<file path="config.mk">
export PLATFORM = sky130hd
export DESIGN_NAME = svm_det_collect
export DESIGN_NICKNAME = d
export VERILOG_FILES = /design/src/rtl/svm_det_collect_pkg.sv /design/src/rtl/svm_det_collect_fifo.sv /design/src/rtl/svm_det_collect.sv
export SDC_FILE = /design/constraint.sdc
export NUM_CORES = 1
export LEC_CHECK = 0
export ABC_AREA = 1
export BUFFER_PORTS_ARGS = -buffer_cell sky130_fd_sc_hd__buf_2
export CAP_MARGIN = 5
export CORE_MARGIN = 2
export CORE_UTILIZATION = 55
export DETAILED_ROUTE_END_ITERATION = 8
export GPL_TIMING_DRIVEN = 0
export HOLD_SLACK_MARGIN = 0.1
export PLACE_DENSITY = 0.75
export RECOVER_POWER = 100
export SLEW_MARGIN = 20
export SYNTH_ARGS = -nofsm -noshare
export SYNTH_HDL_FRONTEND = slang
export SYNTH_SLANG_ARGS = --single-unit
</file>
<file path="constraint.sdc">
create_clock -name clk -period 3.1 [get_ports clk]
set_input_delay 0.155 -clock clk [delete_from_list [all_inputs] [get_ports clk]]
set_output_delay 0.155 -clock clk [all_outputs]
set_load 0.1 [all_outputs]
</file>
<file path="src/rtl/svm_det_collect_pkg.sv">
// Shared types for the SVM detection collector: FIFO entry record, frame FSM
// encoding and the most-negative score used when a frame has no detection.
package svm_det_collect_pkg;

  localparam int DET_SW_W  = 11;
  localparam int DET_FEA_W = 12;

  typedef struct packed {
    logic        [DET_SW_W-1:0]  sw_id;
    logic signed [DET_FEA_W-1:0] score;
  } det_entry_t;

  typedef enum logic {
    ST_SCAN   = 1'b0,
    ST_REPORT = 1'b1
  } det_state_t;

  localparam logic signed [DET_FEA_W-1:0] SCORE_MIN = {1'b1, {(DET_FEA_W-1){1'b0}}};

endpackage

</file>
<file path="src/rtl/svm_det_collect_fifo.sv">
// Detection FIFO with a registered head: o_valid/o_head update on the same edge
// as the push or pop that changes them, so the head is glitch-free for the consumer.
module det_fifo
  import svm_det_collect_pkg::*;
#(
  parameter int DEPTH = 16
) (
  input  logic       clk,
  input  logic       rst,
  input  logic       i_push,
  input  det_entry_t i_data,
  input  logic       i_pop,
  output logic       o_valid,
  output det_entry_t o_head,
  output logic       o_full,
  output logic       o_empty
);

  localparam int AW = $clog2(DEPTH);

  det_entry_t     r_mem [DEPTH];
  logic [AW-1:0]  r_wr;
  logic [AW-1:0]  r_rd;
  logic [AW:0]    r_cnt;
  logic           r_valid;
  det_entry_t     r_head;

  logic           w_pop;
  logic           w_wr;
  logic [AW-1:0]  w_rd_nx;
  logic [AW:0]    w_cnt_nx;

  assign o_full  = (r_cnt == (AW+1)'(DEPTH));
  assign o_empty = (r_cnt == '0);
  assign w_pop   = i_pop && !o_empty;
  // A push into a full FIFO only lands when a pop frees a slot on the same edge.
  assign w_wr    = i_push && (!o_full || w_pop);
  assign w_rd_nx = r_rd + AW'(w_pop);
  assign w_cnt_nx = r_cnt + (AW+1)'(w_wr) - (AW+1)'(w_pop);

  always_ff @(posedge clk) begin
    if (w_wr) r_mem[r_wr] <= i_data;
  end

  always_ff @(posedge clk or negedge rst) begin
    if (!rst) begin
      r_wr    <= '0;
      r_rd    <= '0;
      r_cnt   <= '0;
      r_valid <= 1'b0;
      r_head  <= '0;
    end else begin
      if (w_wr) r_wr <= r_wr + AW'(1);
      r_rd    <= w_rd_nx;
      r_cnt   <= w_cnt_nx;
      r_valid <= (w_cnt_nx != '0);
      // New head bypasses the memory when it is the entry being written now.
      if (w_cnt_nx != '0)
        r_head <= (w_wr && (w_rd_nx == r_wr)) ? i_data : r_mem[w_rd_nx];
    end
  end

  assign o_valid = r_valid;
  assign o_head  = r_head;

endmodule

</file>
<file path="src/rtl/svm_det_collect.sv">
// Collects SVM window scores above a threshold into a detection FIFO and
// reports a per-frame summary (count, best window, overflow) on frame_done.
module svm_det_collect
  import svm_det_collect_pkg::*;
#(
  parameter int FEA_W = DET_FEA_W,
  parameter int SW_W  = DET_SW_W,
  parameter int N_SW  = 1200,
  parameter int DEPTH = 16
) (
  input  logic                    clk,
  input  logic                    rst,
  input  logic signed [FEA_W-1:0] thr,
  input  logic                    thr_load,
  input  logic                    i_valid,
  input  logic signed [FEA_W-1:0] i_score,
  input  logic        [SW_W-1:0]  i_sw_id,
  output logic                    o_valid,
  input  logic                    o_ready,
  output logic        [SW_W-1:0]  o_sw_id,
  output logic signed [FEA_W-1:0] o_score,
  output logic                    frame_done,
  output logic        [SW_W-1:0]  det_count,
  output logic        [SW_W-1:0]  best_sw_id,
  output logic signed [FEA_W-1:0] best_score,
  output logic                    overflow
);

  det_state_t              r_state;
  logic signed [FEA_W-1:0] r_thr;
  logic        [SW_W-1:0]  r_det_cnt;
  logic                    r_have;
  logic        [SW_W-1:0]  r_best_id;
  logic signed [FEA_W-1:0] r_best_sc;
  logic                    r_ovf;
  logic                    r_frame_done;
  logic        [SW_W-1:0]  r_det_count;
  logic        [SW_W-1:0]  r_best_sw_id;
  logic signed [FEA_W-1:0] r_best_score;
  logic                    r_overflow;

  logic                    w_qual;
  logic                    w_last;
  logic                    w_full;
  logic                    w_empty;
  logic                    w_pop;
  logic                    w_drop;
  det_entry_t              w_push_data;
  det_entry_t              w_head;

  logic        [SW_W-1:0]  w_base_cnt;
  logic                    w_base_have;
  logic        [SW_W-1:0]  w_base_id;
  logic signed [FEA_W-1:0] w_base_sc;
  logic                    w_base_ovf;
  logic        [SW_W-1:0]  w_cnt_nx;
  logic                    w_have_nx;
  logic        [SW_W-1:0]  w_best_id_nx;
  logic signed [FEA_W-1:0] w_best_sc_nx;
  logic                    w_ovf_nx;

  assign w_qual = i_valid && (i_score > r_thr);
  assign w_last = i_valid && (i_sw_id == SW_W'(N_SW - 1));
  assign w_pop  = o_ready && !w_empty;
  assign w_drop = w_qual && w_full && !w_pop;

  assign w_push_data.sw_id = i_sw_id;
  assign w_push_data.score = i_score;

  det_fifo #(.DEPTH(DEPTH)) u_fifo (
    .clk     (clk),
    .rst     (rst),
    .i_push  (w_qual),
    .i_data  (w_push_data),
    .i_pop   (w_pop),
    .o_valid (o_valid),
    .o_head  (w_head),
    .o_full  (w_full),
    .o_empty (w_empty)
  );

  assign o_sw_id = w_head.sw_id;
  assign o_score = w_head.score;

  // In REPORT the accumulators start from cleared values, so a window arriving
  // in that cycle lands in the new frame.
  always_comb begin
    w_base_cnt  = r_det_cnt;
    w_base_have = r_have;
    w_base_id   = r_best_id;
    w_base_sc   = r_best_sc;
    w_base_ovf  = r_ovf;
    if (r_state == ST_REPORT) begin
      w_base_cnt  = '0;
      w_base_have = 1'b0;
      w_base_id   = '0;
      w_base_sc   = SCORE_MIN;
      w_base_ovf  = 1'b0;
    end
    w_cnt_nx     = w_base_cnt;
    w_have_nx    = w_base_have;
    w_best_id_nx = w_base_id;
    w_best_sc_nx = w_base_sc;
    w_ovf_nx     = w_base_ovf || w_drop;
    if (w_qual && (w_base_cnt != {SW_W{1'b1}}))
      w_cnt_nx = w_base_cnt + SW_W'(1);
    if (w_qual && (!w_base_have || (i_score > w_base_sc))) begin
      w_have_nx    = 1'b1;
      w_best_id_nx = i_sw_id;
      w_best_sc_nx = i_score;
    end
  end

  always_ff @(posedge clk or negedge rst) begin
    if (!rst) begin
      r_state      <= ST_SCAN;
      r_thr        <= '0;
      r_det_cnt    <= '0;
      r_have       <= 1'b0;
      r_best_id    <= '0;
      r_best_sc    <= SCORE_MIN;
      r_ovf        <= 1'b0;
      r_frame_done <= 1'b0;
      r_det_count  <= '0;
      r_best_sw_id <= '0;
      r_best_score <= SCORE_MIN;
      r_overflow   <= 1'b0;
    end else begin
      if (thr_load) r_thr <= thr;
      r_det_cnt <= w_cnt_nx;
      r_have    <= w_have_nx;
      r_best_id <= w_best_id_nx;
      r_best_sc <= w_best_sc_nx;
      r_ovf     <= w_ovf_nx;
      case (r_state)
        ST_SCAN: begin
          r_frame_done <= 1'b0;
          if (w_last) begin
            r_state      <= ST_REPORT;
            r_frame_done <= 1'b1;
            r_det_count  <= w_cnt_nx;
            r_best_sw_id <= w_best_id_nx;
            r_best_score <= w_best_sc_nx;
            r_overflow   <= w_ovf_nx;
          end
        end
        default: begin
          r_state      <= ST_SCAN;
          r_frame_done <= 1'b0;
        end
      endcase
    end
  end

  assign frame_done = r_frame_done;
  assign det_count  = r_det_count;
  assign best_sw_id = r_best_sw_id;
  assign best_score = r_best_score;
  assign overflow   = r_overflow;

endmodule

</file>
==> metrics.md, run 1 <==
| Metric | Value |
|---|---|
| FF/Latch Area | 0.0141 mm^2 |
| Ranking of synthesized cells by area | edfxtp_1, dfrtp_1, nand2_1, o21ai_0, nor2_1 |
| Cells after synthesis | 1940 |
| R2R setup slack | -110 ps |
| Top-area cell type share of the netlist area | 52.5% |
| Dpl ws | -817 ps |
| Synth area leader | edfxtp_1 |
| Grt total ovfl | 0 |
| Initial core utilization | 55.9% |
| Vias | 16024 |
| Crit start category | register |
| Synth cell count leaders | edfxtp_1, nand2_1, nor2_1 |
| Top-count cell post-synth | edfxtp_1 |
| Max cap viols | 1 |
| Violated checks | capacitance limit, slew limit, setup timing |
| Final Hold Fails | 0 |
| Clk root buf | clkbuf_16 |
| TritonCTS Sinks | 489 |
| First-pass GRT wire length | 89.7 mm |
| Clock-pin slew on the worst setup and hold paths | 60 ps |
| Synth cell types | 39 |
| Cell Pwr Density | 1080 mW/mm^2 |
| Final Cycle Share | 104% |
| RSZ-0062 raised after global routing | true |
| WL final | 60.6 mm |
| Critical Setup Path Class | register to register |
| Layout cell share with drive strength beyond 1 | 18.6% |
| R2R Path End | u_fifo.o_head[15] |
| Boundary Pins | 100 |
| Slew HR | -91.3% |
| Total Routing Usage GR | 30.3% |
| Synth Warn # | 0 |
| Clk_lat worst skew | 580 ps |
| Site Rows | 71 |
| Register area share after synthesis | 66.8% |
| # setup viols final | 23 |
| Initial antenna violation count | 0 |
| Drt initial violations | 2000 |
| Worst r2r path cells | 21 |
| Endpoint class of the critical path | register |
| Die area | 0.0399 mm^2 |
| Syn Nets | 2018 |
| Status | complete, but fails checks |
| Clk buf depth | 3 |
| Final Max Tran Viols | 52 |
| Post-synth EDFFs | 368 |
| Post-route ant nets | 0 |
| Max Freq | 0.311 GHz |
| Hold Crit Class | input port to register |
| Vias in the first global route | 15460 |
| Die width | 200 um |
| CTS tree | built |
| Area of the core | 0.0377 mm^2 |
| DP HPWL | 37.1 mm |
| Drt pass-1 iters | 5 |
| Slew @ Worst Pin | 2870 ps |
| Clock skew | 29.6 ps |
| # DRC | 0 |
| WP data required | 3550 ps |
| Worst hold start | thr_load |
| FF+latch count, synth | 489 |
| Cell count after placement | 2558 |
| Syn-to-layout area delta | 21.6% |
| Nets@finish | 2251 |
| Hold depth | 3 |
| CTS Buf Count | 49 |
| Crit-path max FO | 5 |
| Crit path DAT | 3660 ps |
| Fin worst setup slack | -111 ps |
| Synth Flop Type | edfxtp_1 |
| CTS H-tree depth | 2 |
| Via density | 5.88 |
| Max IR drop VDD | 1140 uV |
| Hold Slack | 134 ps |
| Largest net degree at the start of global routing | 71 |
| Final core occ | 68.0% |
| Wire length per cell | 22.2 um |
| Min-Delay Endpoint | r_thr[6] |
| GPL Wtd Cong | 0.925 |
| Buffers on Ports | 99 |
| Leakage | 10.1 nW |
| Clock period minus worst slack | 3210 ps |
| Fin cells | 2724 |
| Die Ht | 200 um |
| RR Startpoint | r_thr[11] |
| # diodes | 0 |
| Post-Syn Area | 0.0211 mm^2 |
| Asr flop ratio synth | 24.7% |
| Filler cell count | 2650 |
| Multi-input logic area | 0.00677 mm^2 |
| Post-Syn Area per Cell | 10.9 um^2 |
per-stage QoR:
| step | instance area (um^2) | setup TNS (ps) | power, mW |
|---|---|---|---|
| floorplan | 21100 | 0 | 15.9 |
| global placement | 22200 | -397590 | 19.3 |
| detailed placement | 22600 | -43870 | 19.7 |
| CTS | 25300 | -328 | 26.7 |
| global route | 25600 | -21120 | 28.9 |
| finish | 25600 | -2020 | 27.6 |
metal layers:
layer | global-route usage, % | wire length [um]
met2 | 48.1 | 28300
met4 | 14.6 | 3230
met1 | 40.8 | 23300
met3 | 5.38 | 5810
met5 | 0 | 0
kinds of logic after synthesis:
group / Yosys count / share of synthesized area [%]
fa+ha+maj: 38 / 2.29
compound gates: 352 / 8.92
buf+inv: 200 / 4.09
flops: 489 / 66.8
mux: 1 / 0.0535
simple gates: 839 / 16.9
xor+xnor: 21 / 0.909
cell usage in the layout (no fill, tap or decap), types with 50 or more instances in the layout:
| cell | count |
|---|---|
| clkbuf_1 | 56 |
| inv_1 | 75 |
| buf_2 | 99 |
| edfxtp_1 | 368 |
| o21ai_0 | 239 |
| dfrtp_1 | 119 |
| dlygate4sd3_1 | 50 |
| o21ai_1 | 52 |
| nor2_1 | 293 |
| clkbuf_16 | 57 |
| nand2_1 | 308 |
| nand2_2 | 51 |
| nand3_1 | 70 |
where the power goes:
part	internal [mW]	leakage, nW	switching, mW
registers	7.78	4.79	0.323
clock network	3.47	0.785	2.47
logic	4.20	4.57	9.38
total	15.5	10.1	12.2
cell type report:
type	instances	area share, %
multi-input combinational	1254	26.4
timing repair buffer	181	5.63
clock inverter	25	0.836
tap	511	2.50
sequential	489	55.0
buffer	106	2.78
clock buffer	66	5.43
inverter	92	1.40
timing repair:
item / CTS / global route
cloned: 5 / 4
gates resized for setup: 128 / 102
hold buffers: 50 / 0
hold endpoints to repair: 463 / 0
endpoints found under the setup margin: 64 / 138
pin swaps: 34 / 31
setup buffers: 9 / 9
worst max path at each step:
stage	cells past startpoint	slack, ps	start	to
global route	20	-260	r_thr[9]	u_fifo.o_head[16]
global placement	16	-1210	i_score[0]	u_fifo.r_mem[12][12]
CTS	22	-90	r_thr[4]	u_fifo.o_head[11]
finish	21	-110	r_thr[11]	u_fifo.o_head[15]
floorplan	22	10	r_thr[11]	u_fifo.o_head[0]
detailed placement	24	-820	i_score[0]	u_fifo.o_head[15]
worst max-delay path, cell delays in order, from the launching register on:
cell       delay, ps
dfrtp_1          380
inv_2             80
ha_4             210
nand2_4           90
nor2_4            50
nand2_2           80
clkinv_2          70
nand2_4           80
nand4_1          160
nand2_4          130
nand2_4           70
nor2_8           110
ha_4             150
inv_2             40
fa_2             380
xnor2_2          160
nor3_2           210
nand3_2          150
buf_12           180
clkbuf_16        170
nand3_4           90
nand2_2           50
flip-flops by register name, summed over array words and instances, names as in the netlist, 4 cells and up:
signal         flops
u_fifo.o_head     23
best_sw_id        11
r_best_id         11
r_det_cnt         11
best_score        12
u_fifo.r_mem     368
r_best_sc         12
u_fifo.r_cnt       5
u_fifo.r_rd        4
r_thr             12
det_count         11
u_fifo.r_wr        4
No activity file was read; power rests on OpenSTA's default activity.
==> inputs of run 2 (changes only) <==
==> constraint.sdc (replaced) <==
create_clock -name clk -period 3.1 [get_ports clk]
set_input_delay 0.62 -clock clk [delete_from_list [all_inputs] [get_ports clk]]
set_output_delay 0.62 -clock clk [all_outputs]
set_load 0.1 [all_outputs]
==> run 2 against run 1 <==
Net effect:
- the flow finishes with violations (setup timing)
- critical endpoint is now u_fifo.o_head[18]
- sequential power about the same
- clock skew down 13 ps
- utilization down 2.4 points
- non-clock buffer count down 49
- worst setup slack better by 14 ps
==> metrics.md, run 2 (synthesis gave the netlist of run 1 again) <==
| Metric | Value |
|---|---|
| Grt total ovfl | 0 (unchanged) |
| Clock period minus worst slack | 3200 ps (-14.4 ps) |
| Initial core utilization | 55.9% (unchanged) |
| R2R setup slack | -100 ps (about the same) |
| CTS H-tree depth | 2 (unchanged) |
| Max Freq | 0.313 GHz (+0.45%) |
| CTS tree | built |
| DP HPWL | 37.9 mm (+2.0%) |
| # DRC | 0 (unchanged) |
| Die width | 200 um (unchanged) |
| Site Rows | 71 (unchanged) |
| Register share of total power | 30.8% (+1.5 points) |
| GPL Wtd Cong | 0.915 (-1.1%) |
| Cell Pwr Density | 1060 mW/mm^2 (-1.4%) |
| Most frequent cells in the layout | edfxtp_1, nand2_1, nor2_1, o21ai_0, dfrtp_1 |
| Max cap viols | 0 (-1) |
| Hold Crit Class | input port to register |
| Vias | 15597 (-2.7%) |
| Boundary Pins | 100 (unchanged) |
| Filler cell count | 2802 (+5.7%) |
| First-pass GRT wire length | 86.7 mm (-3.3%) |
| Area of the core | 0.0377 mm^2 (unchanged) |
| Drt initial violations | 1794 (-10%) |
| Cell mode on critical path | nand2_2 |
| Fin worst setup slack | -96.7 ps (+14.4 ps) |
| Largest net degree at the start of global routing | 66 (-7.0%) |
| Layout cell share with drive strength beyond 1 | 17.5% (-1.0 points) |
| Crit-path max FO | 8 (+3) |
| Nets@finish | 2201 (-2.2%) |
| Clk buf depth | 3 (unchanged) |
| Dpl ws | -1040 ps (-222 ps) |
| Final Cycle Share | 103% (-0.46 points) |
| Die Ht | 200 um (unchanged) |
| Syn-to-layout area delta | 17.3% |
| Total Routing Usage GR | 29.3% (-0.93 points) |
| Multi-input logic area | 0.00663 mm^2 (-2.0%) |
| Commonest non-fill, non-tap cell in the layout | edfxtp_1 |
| Drt pass-1 iters | 6 (+1) |
| # setup viols final | 23 (unchanged) |
| Vias in the first global route | 15215 (-1.6%) |
| Max IR drop VDD | 921 uV (-19%) |
| Slew @ Worst Pin | 1430 ps (-1440 ps) |
| Crit path DAT | 3660 ps (about the same) |
| RR Startpoint | r_thr[11] |
| Clock skew | 16.3 ps (-13.3 ps) |
| Leakage | 9.76 nW (-3.7%) |
| Switching power | 11.8 mW (-3.3%) |
| Hold depth | 3 (unchanged) |
| # diodes | 0 (unchanged) |
| Critical-path top delay cell | fa_2 |
| Post-route ant nets | 0 (unchanged) |
| Wire length per cell | 21.9 um (-1.7%) |
| Number of flip-flops under the largest register name | 368 (unchanged) |
| Buffers on Ports | 99 (unchanged) |
| R2R Path End | u_fifo.o_head[18] |
| Status | complete, but fails checks |
| Comb pwr share | 49.2% (about the same) |
| Worst hold start | thr[2] |
| Crit start category | register |
| Beginning of the critical path | r_thr[11] |
| Via density | 5.85 (-0.51%) |
| WL final | 58.3 mm (-3.8%) |
| Clock-pin slew on the worst setup and hold paths | 60 ps (about the same) |
| Clk_lat worst skew | 580 ps (about the same) |
| CTS Buf Count | 48 (-2.0%) |
| Worst r2r path cells | 21 (unchanged) |
| Slew HR | 4.60% (+96 points) |
| Largest reg by FF count | u_fifo.r_mem |
| RSZ-0062 raised after global routing | true |
| Bufs and invs on worst path | 5 (unchanged) |
| Setup_tns | -1740 ps (+281 ps) |
| FF/Latch Area | 0.0141 mm^2 (unchanged) |
| Critical Setup Path Class | register to register |
| Clock power share | 20.0% (-1.5 points) |
| Die area | 0.0399 mm^2 (unchanged) |
| Final Hold Fails | 0 (unchanged) |
| Final instance area | 0.0247 mm^2 (-3.5%) |
| DP Area | 0.0226 mm^2 (+0.42%) |
| Endpoint class of the critical path | register |
| Violated checks | setup timing |
| Min-Delay Endpoint | r_thr[2] |
| WP data required | 3560 ps (about the same) |
| TritonCTS Sinks | 489 (unchanged) |
| Int Power | 14.5 mW (-5.9%) |
| Slowest stage delay, CP | 520 ps (+140 ps) |
| Hold Slack | 254 ps (+120 ps) |
| Clk root buf | clkbuf_16 |
| CP cell instances | inv_2, ha_4, nand2_4, nor2_4, nand2_2, inv_4, nand2_4, nand3_2, nand2_2, nand2_2, nand2_4, nor2_8, ha_4, inv_2, fa_2, inv_2, nor3_4, nand3_4, clkbuf_16, nand3_2, nand2_2 |
| Final Max Tran Viols | 0 (-100%) |
| Initial antenna violation count | 0 (unchanged) |
| CP delay by family, top | simple AND/OR/NAND/NOR gates |
| Switching share of power | 44.7% (+0.67 points) |
==> run 2: cell types whose count changed in the layout (fill, tap and decap cells not counted), moves of 6 or more <==
| cell | previous run | this run |
|---|---|---|
| o21ai_0 | 239 | 247 |
| nand2_2 | 51 | 36 |
| o21ai_1 | 52 | 46 |
| nand3_1 | 70 | 80 |
| nand3_2 | 16 | 9 |
| buf_4 | 28 | 45 |
| nand2_1 | 308 | 321 |
| dlygate4sd3_1 | 50 | 1 |
==> run 2: worst reg2reg max path, cell delays in order (launching register included) <==
cell	delay (ps)
dfrtp_1	340
inv_2	50
ha_4	290
nand2_4	60
nor2_4	120
nand2_2	100
inv_4	70
nand2_4	50
nand3_2	60
nand2_2	50
nand2_2	80
nand2_4	80
nor2_8	110
ha_4	150
inv_2	30
fa_2	520
inv_2	50
nor3_4	210
nand3_4	240
clkbuf_16	280
nand3_2	90
nand2_2	60
==> run 2: final cells by class <==
| type | instances | share of cell area, % |
|---|---|---|
| inverters | 92 | 1.44 |
| repair buffers | 132 | 3.79 |
| clock inverters | 18 | 0.329 |
| multi-input cells | 1254 | 26.8 |
| flip-flops and latches | 489 | 57.0 |
| plain buffers | 106 | 2.84 |
| well taps | 511 | 2.59 |
| clock buffers | 63 | 5.21 |
==> run 2: worst max path at each step <==
| stage | slack (ps) | depth (start not counted) | to |
|---|---|---|---|
| CTS | -9 | 21 | u_fifo.o_head[13] |
| detailed placement | -1040 | 20 | u_fifo.o_head[13] |
| floorplan | -120 | 12 | u_fifo.r_mem[0][0] |
| global placement | -1610 | 13 | u_fifo.r_mem[12][16] |
| finish | -100 | 21 | u_fifo.o_head[18] |
| global route | -250 | 22 | u_fifo.o_head[6] |
==> run 2: power groups by stage <==
| stage | clock network [mW] | registers (mW) | logic (mW) |
|---|---|---|---|
| global placement | 0 | 8.18 | 11.2 |
| floorplan | 0 | 9.33 | 6.62 |
| finish | 5.27 | 8.10 | 13.0 |
| CTS | 5.30 | 8.07 | 12.4 |
| detailed placement | 0 | 8.18 | 11.7 |
| global route | 5.57 | 8.15 | 13.9 |
==> run 2: routing by layer <==
layer  vias to the layer above  wire length (um)  GRT usage, %
met5                         -                 0             0
met4                         0              2430          12.4
met3                       148              5700          5.72
met2                       875             27500          47.3
met1                      7530             22600          39.3
li1                       7044                 -             -
==> run 2: stage by stage <==
stage / std cells / total power, mW / util, %
3_3_place_gp: 2550 / 19.3 / 59.2
6_report: 2665 / 26.3 / 65.6
4_1_cts: 2651 / 25.7 / 64.9
2_1_floorplan: 1940 / 15.9 / -
5_1_grt: 2665 / 27.6 / 65.6
3_5_place_dp: 2559 / 19.8 / 60.1
==> run 2: what timing repair did <==
item | CTS | global route
pin swaps | 12 | 15
hold endpoints to repair | 56 | 0
setup endpoints to repair | 62 | 222
resized for setup | 110 | 58
buffers inserted | 10 | 10
hold buffers | 1 | 0
gates cloned | 2 | 4
==> inputs of run 3 (changes only) <==
- SETUP_SLACK_MARGIN: not set -> 0.4
==> run 3 against run 2 <==
Net effect:
- the flow still finishes with violations (setup timing)
- wire length grew 8.3%
- hold slack gained 4.1 ps
- combinational power grew 7%
- utilization grew 3.3 points
- maximum frequency shrank 2.2%
- die area is the same
- non-clock buffer count grew 45
- clock-buffer cell count grew 1
- cell count grew 2.4%
- critical path depth shrank 2
- total power grew 6.3%
- clock skew grew 1.8 ps
- critical path type unchanged
- largest cell class unchanged
- largest power group unchanged
==> metrics.md, run 3 (synthesis gave the netlist of run 1 again) <==
| Metric | Value |
|---|---|
| Status | complete, but fails checks |
| Violated checks | setup timing |
| Slew HR | 38.2% (+34 points) |
| CTS H-tree depth | 2 (unchanged) |
| Post-route ant nets | 0 (unchanged) |
| GPL Wtd Cong | 0.903 (-1.3%) |
| Fin worst setup slack | -168 ps (-71.1 ps) |
| Cell mode on critical path | inv_2 |
| Drt initial violations | 2123 (+18%) |
| Most frequent cells in the layout | edfxtp_1, nand2_1, nor2_1, o21ai_0, dfrtp_1 |
| Die area | 0.0399 mm^2 (unchanged) |
| Die width | 200 um (unchanged) |
| # setup viols final | 23 (unchanged) |
| CP delay by family, top | simple AND/OR/NAND/NOR gates |
| Syn-to-layout area delta | 23.3% |
| Crit path DAT | 3770 ps (+110 ps) |
| Slew @ Worst Pin | 925 ps (-506 ps) |
| Site Rows | 71 (unchanged) |
| Max Freq | 0.306 GHz (-2.2%) |
| Switching share of power | 44.9% (+0.12 points) |
| Final Max Tran Viols | 0 (unchanged) |
| Leakage | 10.3 nW (+5.2%) |
| Max IR drop VDD | 1180 uV (+28%) |
| Multi-input logic area | 0.00699 mm^2 (+5.3%) |
| Die Ht | 200 um (unchanged) |
| Cell Pwr Density | 1080 mW/mm^2 (+1.2%) |
| Commonest non-fill, non-tap cell in the layout | edfxtp_1 |
| Total power draw | 28.0 mW (+6.3%) |
| Drt pass-1 iters | 6 (unchanged) |
| Filler cell count | 2573 (-8.2%) |
| Slowest stage delay, CP | 520 ps (about the same) |
| Bufs and invs on worst path | 5 (unchanged) |
| Max cap viols | 0 (unchanged) |
| Clk root buf | clkbuf_16 |
| Via density | 6.04 (+3.2%) |
| Register share of total power | 29.0% (-1.8 points) |
| Vias in the first global route | 15686 (+3.1%) |
| WP data required | 3600 ps (+40 ps) |
| RSZ-0062 raised after global routing | true |
| Grt total ovfl | 0 (unchanged) |
| R2R setup slack | -170 ps (-70 ps) |
| CTS tree | built |
| Final Cycle Share | 105% (+2.3 points) |
| Hold Crit Class | input port to register |
| # diodes | 0 (unchanged) |
| Layout cell share with drive strength beyond 1 | 22.3% (+4.8 points) |
| Initial antenna violation count | 0 (unchanged) |
| Setup_tns | -2860 ps (-1120 ps) |
| Comb pwr share | 49.8% (+0.6 points) |
| FF/Latch Area | 0.0141 mm^2 (about the same) |
| Int Power | 15.4 mW (+6.1%) |
| DP HPWL | 36.9 mm (-2.5%) |
| Crit start category | register |
| Critical-path top delay cell | fa_2 |
| Endpoint class of the critical path | register |
| Cell count after placement | 2551 (-0.31%) |
| Clock period minus worst slack | 3270 ps (+71.1 ps) |
| Clk_lat worst skew | 580 ps (about the same) |
| Fin cells | 2728 (+2.4%) |
| First-pass GRT wire length | 90.6 mm (+4.5%) |
| Switching power | 12.6 mW (+6.6%) |
| Initial core utilization | 55.9% (unchanged) |
| Critical Setup Path Class | register to register |
| Dpl ws | -1020 ps (+17.3 ps) |
| Clock power share | 21.2% (+1.2 points) |
| Clock skew | 18.0 ps (+1.76 ps) |
| Number of flip-flops under the largest register name | 368 (unchanged) |
| Nets@finish | 2258 (+2.6%) |
| CP cell instances | inv_2, ha_4, nand2_4, a21oi_2, nor2_2, nand4_1, nand2_2, nand2_4, nor2_8, ha_4, inv_2, fa_2, inv_2, nor3_4, nand3_4, inv_8, clkbuf_8, nand2_2, nand2_1 |
| Largest reg by FF count | u_fifo.r_mem |
| Boundary Pins | 100 (unchanged) |
| Buffers on Ports | 99 (unchanged) |
| Wire length per cell | 23.1 um (+5.8%) |
| CTS Buf Count | 47 (-2.1%) |
| Largest net degree at the start of global routing | 62 (-6.1%) |
| Total Routing Usage GR | 31.0% (+1.6 points) |
| Crit-path max FO | 7 (-1) |
| Final Hold Fails | 0 (unchanged) |
| Clk buf depth | 3 (unchanged) |
| # DRC | 0 (unchanged) |
| Clock-pin slew on the worst setup and hold paths | 60 ps (about the same) |
| Vias | 16472 (+5.6%) |
| TritonCTS Sinks | 489 (unchanged) |
| Area of the core | 0.0377 mm^2 (unchanged) |
| WL final | 63.1 mm (+8.3%) |
## run 3: final cells by class
| type | instances | share of cell area, % |
|---|---|---|
| flip-flops and latches | 489 | 54.2 |
| multi-input cells | 1267 | 26.9 |
| repair buffers | 175 | 5.89 |
| clock buffers | 64 | 5.08 |
| plain buffers | 108 | 3.09 |
| well taps | 511 | 2.46 |
| inverters | 92 | 1.39 |
| clock inverters | 22 | 0.949 |
## run 3: stage by stage
step | instance area, um^2 | hold WS [ps] | util, %
finish | 26000 | 258 | 68.9
global route | 26000 | 264 | 68.9
CTS | 25200 | 250 | 66.8
detailed placement | 22500 | 454 | 59.6
global placement | 22400 | 457 | 59.5
floorplan | 21300 | 324 | -
## run 3: worst paths after layout
check / start / endpoint / cells past startpoint
setup / recovery: r_thr[10] / u_fifo.o_head[21] / 19
hold / removal: thr[5] / r_thr[5] / 3
setup reg to reg: r_thr[10] / u_fifo.o_head[21] / 19
hold reg to reg: u_fifo.o_head[16] / u_fifo.o_head[16] / 2
max in group asynchronous: rst / best_score[7] / 3
min in group asynchronous: rst / det_count[6] / 2
## run 3: metal layers
metal  wire length (um)  global-route usage, %  up-vias
li1                   -                      -     7181
met1              22800                   40.7     7845
met2              28900                   49.4     1185
met3               7670                   6.68      261
met4               3650                   15.0        0
met5                  0                      0        -
## run 3: tightest hold or removal path, delay by kind of cell
family / cells / cell delay (ps)
AO/OA/AOI/OAI: 1 / 60
buffers and inverters: 1 / 70
AND/OR/NAND/NOR: 1 / 40
## run 3: repair_timing
item,in CTS,in global routing
hold buffers,1,0
cloned,14,9
buffers inserted,37,30
gates resized for setup,181,87
pin swaps,31,33
setup endpoints to repair,444,401
endpoints found under the hold margin,58,0
## run 3: power groups by stage
stage | Sequential [mW] | Clock (mW) | Combinational, mW
floorplan | 9.32 | 0 | 6.69
global placement | 8.17 | 0 | 11.2
detailed placement | 8.18 | 0 | 11.5
CTS | 8.08 | 5.89 | 12.8
global route | 8.17 | 6.16 | 14.9
finish | 8.12 | 5.92 | 13.9
